File: src/rtl/output_collector.sv
`default_nettype none
// ============================================================================
// Module      : output_collector
// Description : Round-robin collector of edge-router spike packets into a
//               tick-stamped output FIFO with valid/ready drain.
// Revision    : 1.0 - initial release
// ============================================================================
module output_collector #(
    parameter int NUM_CHANNELS   = 4,
    parameter int NUM_AXONS      = 256,
    parameter int NUM_TICKS      = 16,
    parameter int NUM_OUTPUTS    = 256,
    parameter int FIFO_DEPTH     = 16,
    parameter int TICK_WIDTH     = 16,
    parameter int DROP_ON_FULL   = 0,
    parameter int DROP_CNT_WIDTH = 16,
    localparam int AW    = $clog2(NUM_AXONS),
    localparam int TW    = $clog2(NUM_TICKS),
    localparam int OW    = $clog2(NUM_OUTPUTS),
    localparam int CW    = (NUM_CHANNELS > 1) ? $clog2(NUM_CHANNELS) : 1,
    localparam int DW    = AW + TW,
    localparam int OUT_W = TICK_WIDTH + CW + OW,
    localparam int CNT_W = $clog2(FIFO_DEPTH) + 1
) (
    input  logic                         clk,
    input  logic                         reset,
    input  logic                         tick,
    input  logic                         clear_errors,
    input  logic [NUM_CHANNELS-1:0]      ch_empty,
    output logic [NUM_CHANNELS-1:0]      ch_ren,
    input  logic [NUM_CHANNELS*DW-1:0]   ch_data,
    output logic                         out_valid,
    input  logic                         out_ready,
    output logic [OUT_W-1:0]             out_data,
    output logic [CNT_W-1:0]             fifo_count,
    output logic [DROP_CNT_WIDTH-1:0]    drop_count,
    output logic                         overflow
);

    localparam int PW = CNT_W - 1;

    logic [CW-1:0]             r_rr_ptr;
    logic [PW-1:0]             r_wr_ptr;
    logic [PW-1:0]             r_rd_ptr;
    logic [CNT_W-1:0]          r_count;
    logic [TICK_WIDTH-1:0]     r_tick;
    logic [DROP_CNT_WIDTH-1:0] r_drop_cnt;
    logic                      r_overflow;
    logic [OUT_W-1:0]          r_mem [FIFO_DEPTH];

    logic [OW-1:0]             w_ch_index [NUM_CHANNELS];
    logic [CW-1:0]             w_grant;
    logic [CW-1:0]             w_next_ptr;
    logic [31:0]               w_scan;
    logic                      w_grant_valid;
    logic                      w_pop;
    logic                      w_space;
    logic                      w_push;
    logic                      w_drop;

    // Only the low OW index bits are carried; tick-offset bits are dropped.
    logic w_unused_ch_bits;
    assign w_unused_ch_bits = ^ch_data;

    for (genvar g = 0; g < NUM_CHANNELS; g++) begin : g_index
        assign w_ch_index[g] = ch_data[g*DW + TW +: OW];
    end

    always_comb begin
        w_grant_valid = 1'b0;
        w_grant       = '0;
        w_scan        = '0;
        for (int i = 0; i < NUM_CHANNELS; i++) begin
            w_scan = (32'(r_rr_ptr) + 32'(i)) % 32'(NUM_CHANNELS);
            if (!w_grant_valid && !ch_empty[w_scan[CW-1:0]]) begin
                w_grant_valid = 1'b1;
                w_grant       = w_scan[CW-1:0];
            end
        end
    end

    assign w_next_ptr = (w_grant == CW'(NUM_CHANNELS - 1)) ? '0 : w_grant + 1'b1;
    assign w_pop      = (r_count != '0) && out_ready;
    assign w_space    = (r_count != CNT_W'(FIFO_DEPTH)) || w_pop;
    assign w_push     = w_grant_valid && w_space && !reset;
    assign w_drop     = w_grant_valid && !w_space && (DROP_ON_FULL != 0) && !reset;

    always_comb begin
        ch_ren = '0;
        if (w_push || w_drop) begin
            ch_ren[w_grant] = 1'b1;
        end
    end

    // Storage is not reset; occupancy gates everything visible.
    always_ff @(posedge clk) begin
        if (w_push) begin
            r_mem[r_wr_ptr] <= {r_tick, w_grant, w_ch_index[w_grant]};
        end
    end

    always_ff @(posedge clk or posedge reset) begin
        if (reset) begin
            r_rr_ptr   <= '0;
            r_wr_ptr   <= '0;
            r_rd_ptr   <= '0;
            r_count    <= '0;
            r_tick     <= '0;
            r_drop_cnt <= '0;
            r_overflow <= 1'b0;
        end else begin
            if (w_push) begin
                r_wr_ptr <= r_wr_ptr + 1'b1;
            end
            if (w_pop) begin
                r_rd_ptr <= r_rd_ptr + 1'b1;
            end
            if (w_push && !w_pop) begin
                r_count <= r_count + 1'b1;
            end else if (!w_push && w_pop) begin
                r_count <= r_count - 1'b1;
            end
            if (tick) begin
                r_tick <= r_tick + 1'b1;
            end
            if (w_push || w_drop) begin
                r_rr_ptr <= w_next_ptr;
            end
            // A drop in the same cycle as a clear wins.
            if (w_drop) begin
                r_overflow <= 1'b1;
                if (clear_errors) begin
                    r_drop_cnt <= DROP_CNT_WIDTH'(1);
                end else if (r_drop_cnt != '1) begin
                    r_drop_cnt <= r_drop_cnt + 1'b1;
                end
            end else if (clear_errors) begin
                r_drop_cnt <= '0;
                r_overflow <= 1'b0;
            end
        end
    end

    assign out_valid  = (r_count != '0);
    assign out_data   = out_valid ? r_mem[r_rd_ptr] : '0;
    assign fifo_count = r_count;
    assign drop_count = r_drop_cnt;
    assign overflow   = r_overflow;

endmodule
`default_nettype wire
File: config.mk
export PLATFORM = sky130hd
export DESIGN_NAME = output_collector
export DESIGN_NICKNAME = d
export VERILOG_FILES = /design/src/rtl/output_collector.sv
export SDC_FILE = /design/constraint.sdc
export NUM_CORES = 1
export LEC_CHECK = 0
export BUFFER_PORTS_ARGS = -buffer_cell sky130_fd_sc_hd__buf_2
export CORE_MARGIN = 2
export CORE_UTILIZATION = 48
export CTS_BUF_LIST = sky130_fd_sc_hd__clkbuf_16
export DETAILED_ROUTE_END_ITERATION = 8
export PLACE_DENSITY = 0.65
export SLEW_MARGIN = 20
export SYNTH_ARGS = -nofsm -noshare
export SYNTH_HDL_FRONTEND = slang
export SYNTH_SLANG_ARGS = --single-unit
export TNS_END_PERCENT = 1
File: constraint.sdc
create_clock -name clk -period 4.2 [get_ports clk]
set_input_delay 0.21 -clock clk [delete_from_list [all_inputs] [get_ports clk]]
set_output_delay 0.21 -clock clk [all_outputs]
set_load 0.01 [all_outputs]
Yosys cells after proc, flatten, opt, wreduce, memory -nomap -nowiden --
Memory sizes are Yosys's and may differ from the RTL's. Cells that the tools add are included.
Operators by class: add/subtract/negate cells 9, order comparisons 7, equal/unequal tests 2, muxes and demuxes 28, bitwise logic cells 1, reduce and logical (&&, ||, !) cells 20
Operators with widths (number):
- $mux W26 | 1
- $add A16 B1 Y16 const B | 1
- $bmux W8 S2 | 1
- $mux W8 | 2
- $lt A2 B3 Y1 const B | 5
- $mux W1 | 11
- $mux W2 | 5
- $mux W5 | 2
- $logic_and A1 B1 Y1 | 9
- $add A4 B1 Y4 const B | 2
- $bmux W1 S2 | 4
- $logic_not A1 Y1 | 8
- $add A5 B1 Y5 const B | 1
- $ne A5 B5 Y1 const B | 1
- $reduce_bool A5 Y1 | 1
- $sub A5 B1 Y5 const B | 1
- $add A2 B1 Y2 const B | 2
- $add A2 B2 Y2 const B | 2
- $mux W4 | 1
- $ge A3 B3 Y1 const B | 1
- $not A2 Y3 | 1
- $demux W1 S2 | 1
- $eq A2 B2 Y1 const B | 1
- $ge A2 B1 Y1 const B | 1
- other kinds (2) | 2
Word-level totals: flip-flop bits (word level) 31, RAM bits 416, input port bits 57, memories 1
Memory list:
- r_mem | depth 16, width 26, read ports 1, clocked after memory_dff 0, write ports 1, RTL line 49 | logic [OUT_W-1:0] r_mem [FIFO_DEPTH];

Depth between registers and ports, before layout --
word-level depth 18, mapped depth 11

Worst setup path before layout --
No wires, ideal clock.
path kind input to register, start point input port reset, end point memory r_mem[4][0] (netlist name) (enable), library setup time 442 ps, data arrival time 3230 ps, data required time 3758 ps, setup slack 528 ps, stages on the path 5, path buffers 1, path through inv_1 > o311a_1 > buf_2 > nand2_1 > nor3_1
Between the ends: longest elaborated chain between the ends 4
Ends and longest elaborated chain:
- from (decl) | RTL line 26 | input logic reset,
- $logic_not A1 Y1 (no source line)
- $logic_and A1 B1 Y1 | RTL line 85 | assign w_push = w_grant_valid && w_space && !reset;
- $mux W1 | RTL line 97 | if (w_push) begin
- $mux W1 (not written as such) | RTL line 98 | r_mem[r_wr_ptr] <= {r_tick, w_grant, w_ch_index[w_grant]};
- to (decl) | RTL line 49
No other way between the ends.

Worst setup path in the final report --
start point register r_rr_ptr[1], end point output port ch_ren[3]
Between the ends: longest elaborated chain between the ends 17
Ends and longest elaborated chain:
- from (decl) | RTL line 42 | logic [CW-1:0] r_rr_ptr;
- from (signal assigned) | RTL line 127 | r_rr_ptr <= w_next_ptr;
- $add A2 B1 Y2 | RTL line 74 | w_scan = (32'(r_rr_ptr) + 32'(i)) % 32'(NUM_CHANNELS);
- $bmux W1 S2 | RTL line 75 | if (!w_grant_valid && !ch_empty[w_scan[CW-1:0]]) begin
- $mux W1 (not written as such) | RTL line 75
- $logic_not A1 Y1 | RTL line 75
- $logic_and A1 B1 Y1 | RTL line 75
- $mux W1 | RTL line 75
- $logic_not A1 Y1 | RTL line 75
- $logic_and A1 B1 Y1 | RTL line 75
- (+2 left out)
- $logic_and A1 B1 Y1 | RTL line 75
- $mux W2 (*) | RTL line 75
- named net w_grant[0] | RTL line 52 | logic [CW-1:0] w_grant;
- $lt A2 B3 Y1 (not written as such) or $ge A2 B1 Y1 (tied branches) | RTL line 91 | ch_ren[w_grant] = 1'b1;
- $logic_and A1 B1 Y1 (not written as such) | RTL line 91
- $mux W1 (not written as such) | RTL line 91
- $demux W1 S2 (*) | RTL line 91
- $mux W4 (*) | RTL line 90 | if (w_push || w_drop) begin
- to (decl) | RTL line 30 | output logic [NUM_CHANNELS-1:0] ch_ren,
Mark *: on every way through the listed nets, which the timed path passes. The rest lies on a longest branch. The select of a mux whose other input is x is not followed.

==> impl_metrics.env <==
export IMPL_num_vias=8953
export IMPL_fp_coreArea_um2=37580
export IMPL_io_buffers=75
export IMPL_grt_overflow=0
export IMPL_slew_violations=0
export IMPL_synth_area_top_cells="edfxtp_1 (68%), mux4_2 (13%), dfrtp_1 (4.3%), mux2_2 (1.8%), a221o_1 (1.2%)"
export IMPL_syn_to_final_growth_pct=13.11
export IMPL_rows=71
export IMPL_power_density_nw_per_um2=701.7
export IMPL_syn_area_per_cell_um2=20.01
export IMPL_wl_per_cell_um=23.89
export IMPL_power_leakage_nw=6.957
export IMPL_cts_htree_levels=2
export IMPL_viasPerCell=5.765
export IMPL_worstSetupStartpointType="flop"
export IMPL_grt_max_degree=42
export IMPL_netlist_area_um2=18250
export IMPL_fin_worst_skew_ns=0.01673
export IMPL_finalSetupViolations=0
export IMPL_cts_made_buffers=44
export IMPL_hold_start="ch_data[9]"
export IMPL_path_max_fanout=26
export IMPL_synth_seq_area_share_pct=72.71
export IMPL_min_period_over_period_pct=88.96
export IMPL_setup_tns_ns=0
export IMPL_seq_area_um2=13280
export IMPL_ys_top_cells_by_count="edfxtp_1 (416), mux4_2 (104), dfrtp_1 (31), mux2_2 (29), nand3_1 (24)"
export IMPL_layout_drive_gt1_share_pct=31.48
export IMPL_rsz0062_at_grt="false"
export IMPL_min_path_type="input port to flop"
export IMPL_synth_cells=912
export IMPL_cts_tree="done"
export IMPL_multi_input_area_um2=4652
export IMPL_synth_top_area_share_pct=68.46
export IMPL_relSlewSlack_pct=28.31
export IMPL_io_pins=110
export IMPL_postSynth_asyncResetShare_pct=6.935
export IMPL_fin_nets=1081
export IMPL_critPathArrivalTime_ns=3.53
export IMPL_dp_cells=1466
export IMPL_cts_resized_gates=0
export IMPL_initial_core_util_pct=48.56
export IMPL_grt_pass1_vias=9275
export IMPL_dieWidth_um=199.0
export IMPL_fin_util_pct=54.93
export IMPL_critPathKind="flop to output port"
export IMPL_dieArea_um2=39590
export IMPL_dr_first_iter_drc_count=758
export IMPL_ys_warn_count=0
export IMPL_hpwl_mm=20.27
export IMPL_cp_end_kind="output port"
export IMPL_peakVddDrop_mv=0.4830
export IMPL_run_status="completed"
export IMPL_cp_startpoint="r_rr_ptr[1]$_DFFE_PP0P_"
export IMPL_drt_total_wl_mm=37.11
export IMPL_gp_congestion=0.7589
export IMPL_drc_errors=0
export IMPL_finalNonFillerCells=1553
export IMPL_drv_cap=0
export IMPL_cts_root_buf="clkbuf_16"
export IMPL_synthDistinctLibCells=51
export IMPL_synth_most_common_cell="edfxtp_1"
export IMPL_clockBufferDepth=3
export IMPL_antenna_found_initial=0
export IMPL_cts_sinks=447
export IMPL_fillCellCount=2872
export IMPL_postCtsSetupBuffers=0
export IMPL_fp_dieH_um=199.0
export IMPL_drt_pass1_iter_count=5
export IMPL_grtUsageTotal_pct=19.50
export IMPL_fmax_mhz=267.6
export IMPL_worstPathRequired_ns=3.99
export IMPL_power_mw=14.48
export IMPL_ant_nets=0
export IMPL_synth_edf_count=416
export IMPL_synth_top_cell_by_area="edfxtp_1"
export IMPL_diodes=0
export IMPL_grt_pass1_wl_mm=56.14
export IMPL_fin_hold_ws_ns=0.1268
export IMPL_synth_ff_type="edfxtp_1"
export IMPL_synth_seq_cells=447
export IMPL_cts_reportedPaths_clkPinSlew_ns=0.06
export IMPL_timing_rr_start="fifo_count[0]$_DFFE_PP0P_"
export IMPL_hold_viol=0
export IMPL_clk_latency_ns=0.53
export IMPL_tightest_slew_ns=1.073
export IMPL_min_period_ns=3.736
-- layout make-up --
| type | instances | area share, % |
|---|---|---|
| Inverter | 13 | 0.2364 |
| Multi-Input combinational cell | 399 | 22.54 |
| Sequential cell | 447 | 64.32 |
| Clock buffer | 45 | 5.456 |
| Timing Repair Buffer | 104 | 3.249 |
| Clock inverter | 34 | 1.097 |
| Tap cell | 511 | 3.098 |
-- routing by layer --
layer,routed length [um],up-vias,global-route usage (%)
met4,651,0,4.588
met2,18230,267,31.84
met3,2187,51,3.391
li1,-,3908,-
met5,0,-,0
met1,16040,4727,27.69
-- state kept, by name, indices dropped and copies added (netlist names) --
register,flops
r_mem,416
fifo_count,5
r_tick,16
r_wr_ptr,4
r_rd_ptr,4
r_rr_ptr,2
-- worst max-delay path, stage by stage, from the launching register on --
cell	delay, ns
dfrtp_1	0.62
or4_1	1.03
and2_1	0.38
inv_1	0.44
ha_1	0.27
and2_1	0.13
buf_2	0.13
-- where the power goes --
group / switching [mW] / internal [mW] / total [mW]
registers: 0.576 / 5.82 / 6.39
clock network: 1.57 / 2.12 / 3.69
logic: 2.29 / 2.11 / 4.40
-- cell families (layout without fill, tap and decap cells) --
kind of cell,after synthesis,in the layout,share of synthesized area [%]
muxes,133,133,14.63
AOI/OAI and AO/OA,70,70,3.470
other,1,17,0.02055
adders and majority gates,15,15,1.070
and+or+nand+nor,140,140,4.484
buffers and inverters,82,196,2.468
DFF,447,447,72.71
xor gates and xnor gates,24,24,1.152
-- stage by stage --
step / instance area, um^2 / setup WS [ns]
after floorplan: 18310 / 0.5284
after global placement: 19200 / 0.8131
after detailed placement: 19200 / 0.7776
after CTS: 20580 / 0.4432
after global routing: 20640 / 0.1993
final: 20640 / 0.4635
-- placed cells by master (no fill, tap or decap), types with 14 or more instances in the layout --
cell | Yosys | final
edfxtp_1 | 416 | 416
mux4_2 | 104 | 104
buf_2 | 21 | 75
clkbuf_16 | 0 | 45
mux2_2 | 29 | 29
dfrtp_1 | 31 | 28
inv_1 | 13 | 26
nand3_1 | 24 | 24
a221o_1 | 21 | 21
nand2_1 | 18 | 18
xnor2_1 | 17 | 17
conb_1 | 1 | 17
buf_4 | 17 | 17
and2b_1 | 16 | 16
ha_1 | 14 | 14
-- worst paths after layout --
check                                             to  slack (ns)  cells past startpoint
setup reg to reg           fifo_count[4]$_DFFE_PP0P_        0.75                      9
setup / recovery                           ch_ren[3]        0.46                      6
min in group asynchronous  fifo_count[3]$_DFFE_PP0P_        0.35                      4
max in group asynchronous    r_rd_ptr[0]$_DFFE_PP0P_        3.51                      4
hold / removal                 r_mem[3][5]$_DFFE_PP_        0.13                      3
hold reg to reg            fifo_count[2]$_DFFE_PP0P_        0.55                      2
-- timing repair --
item	4_1_cts	5_1_grt
hold buffers	3	0
setup endpoints to repair	0	0
hold endpoints to repair	35	0
(Power assumes the default switching activity.)
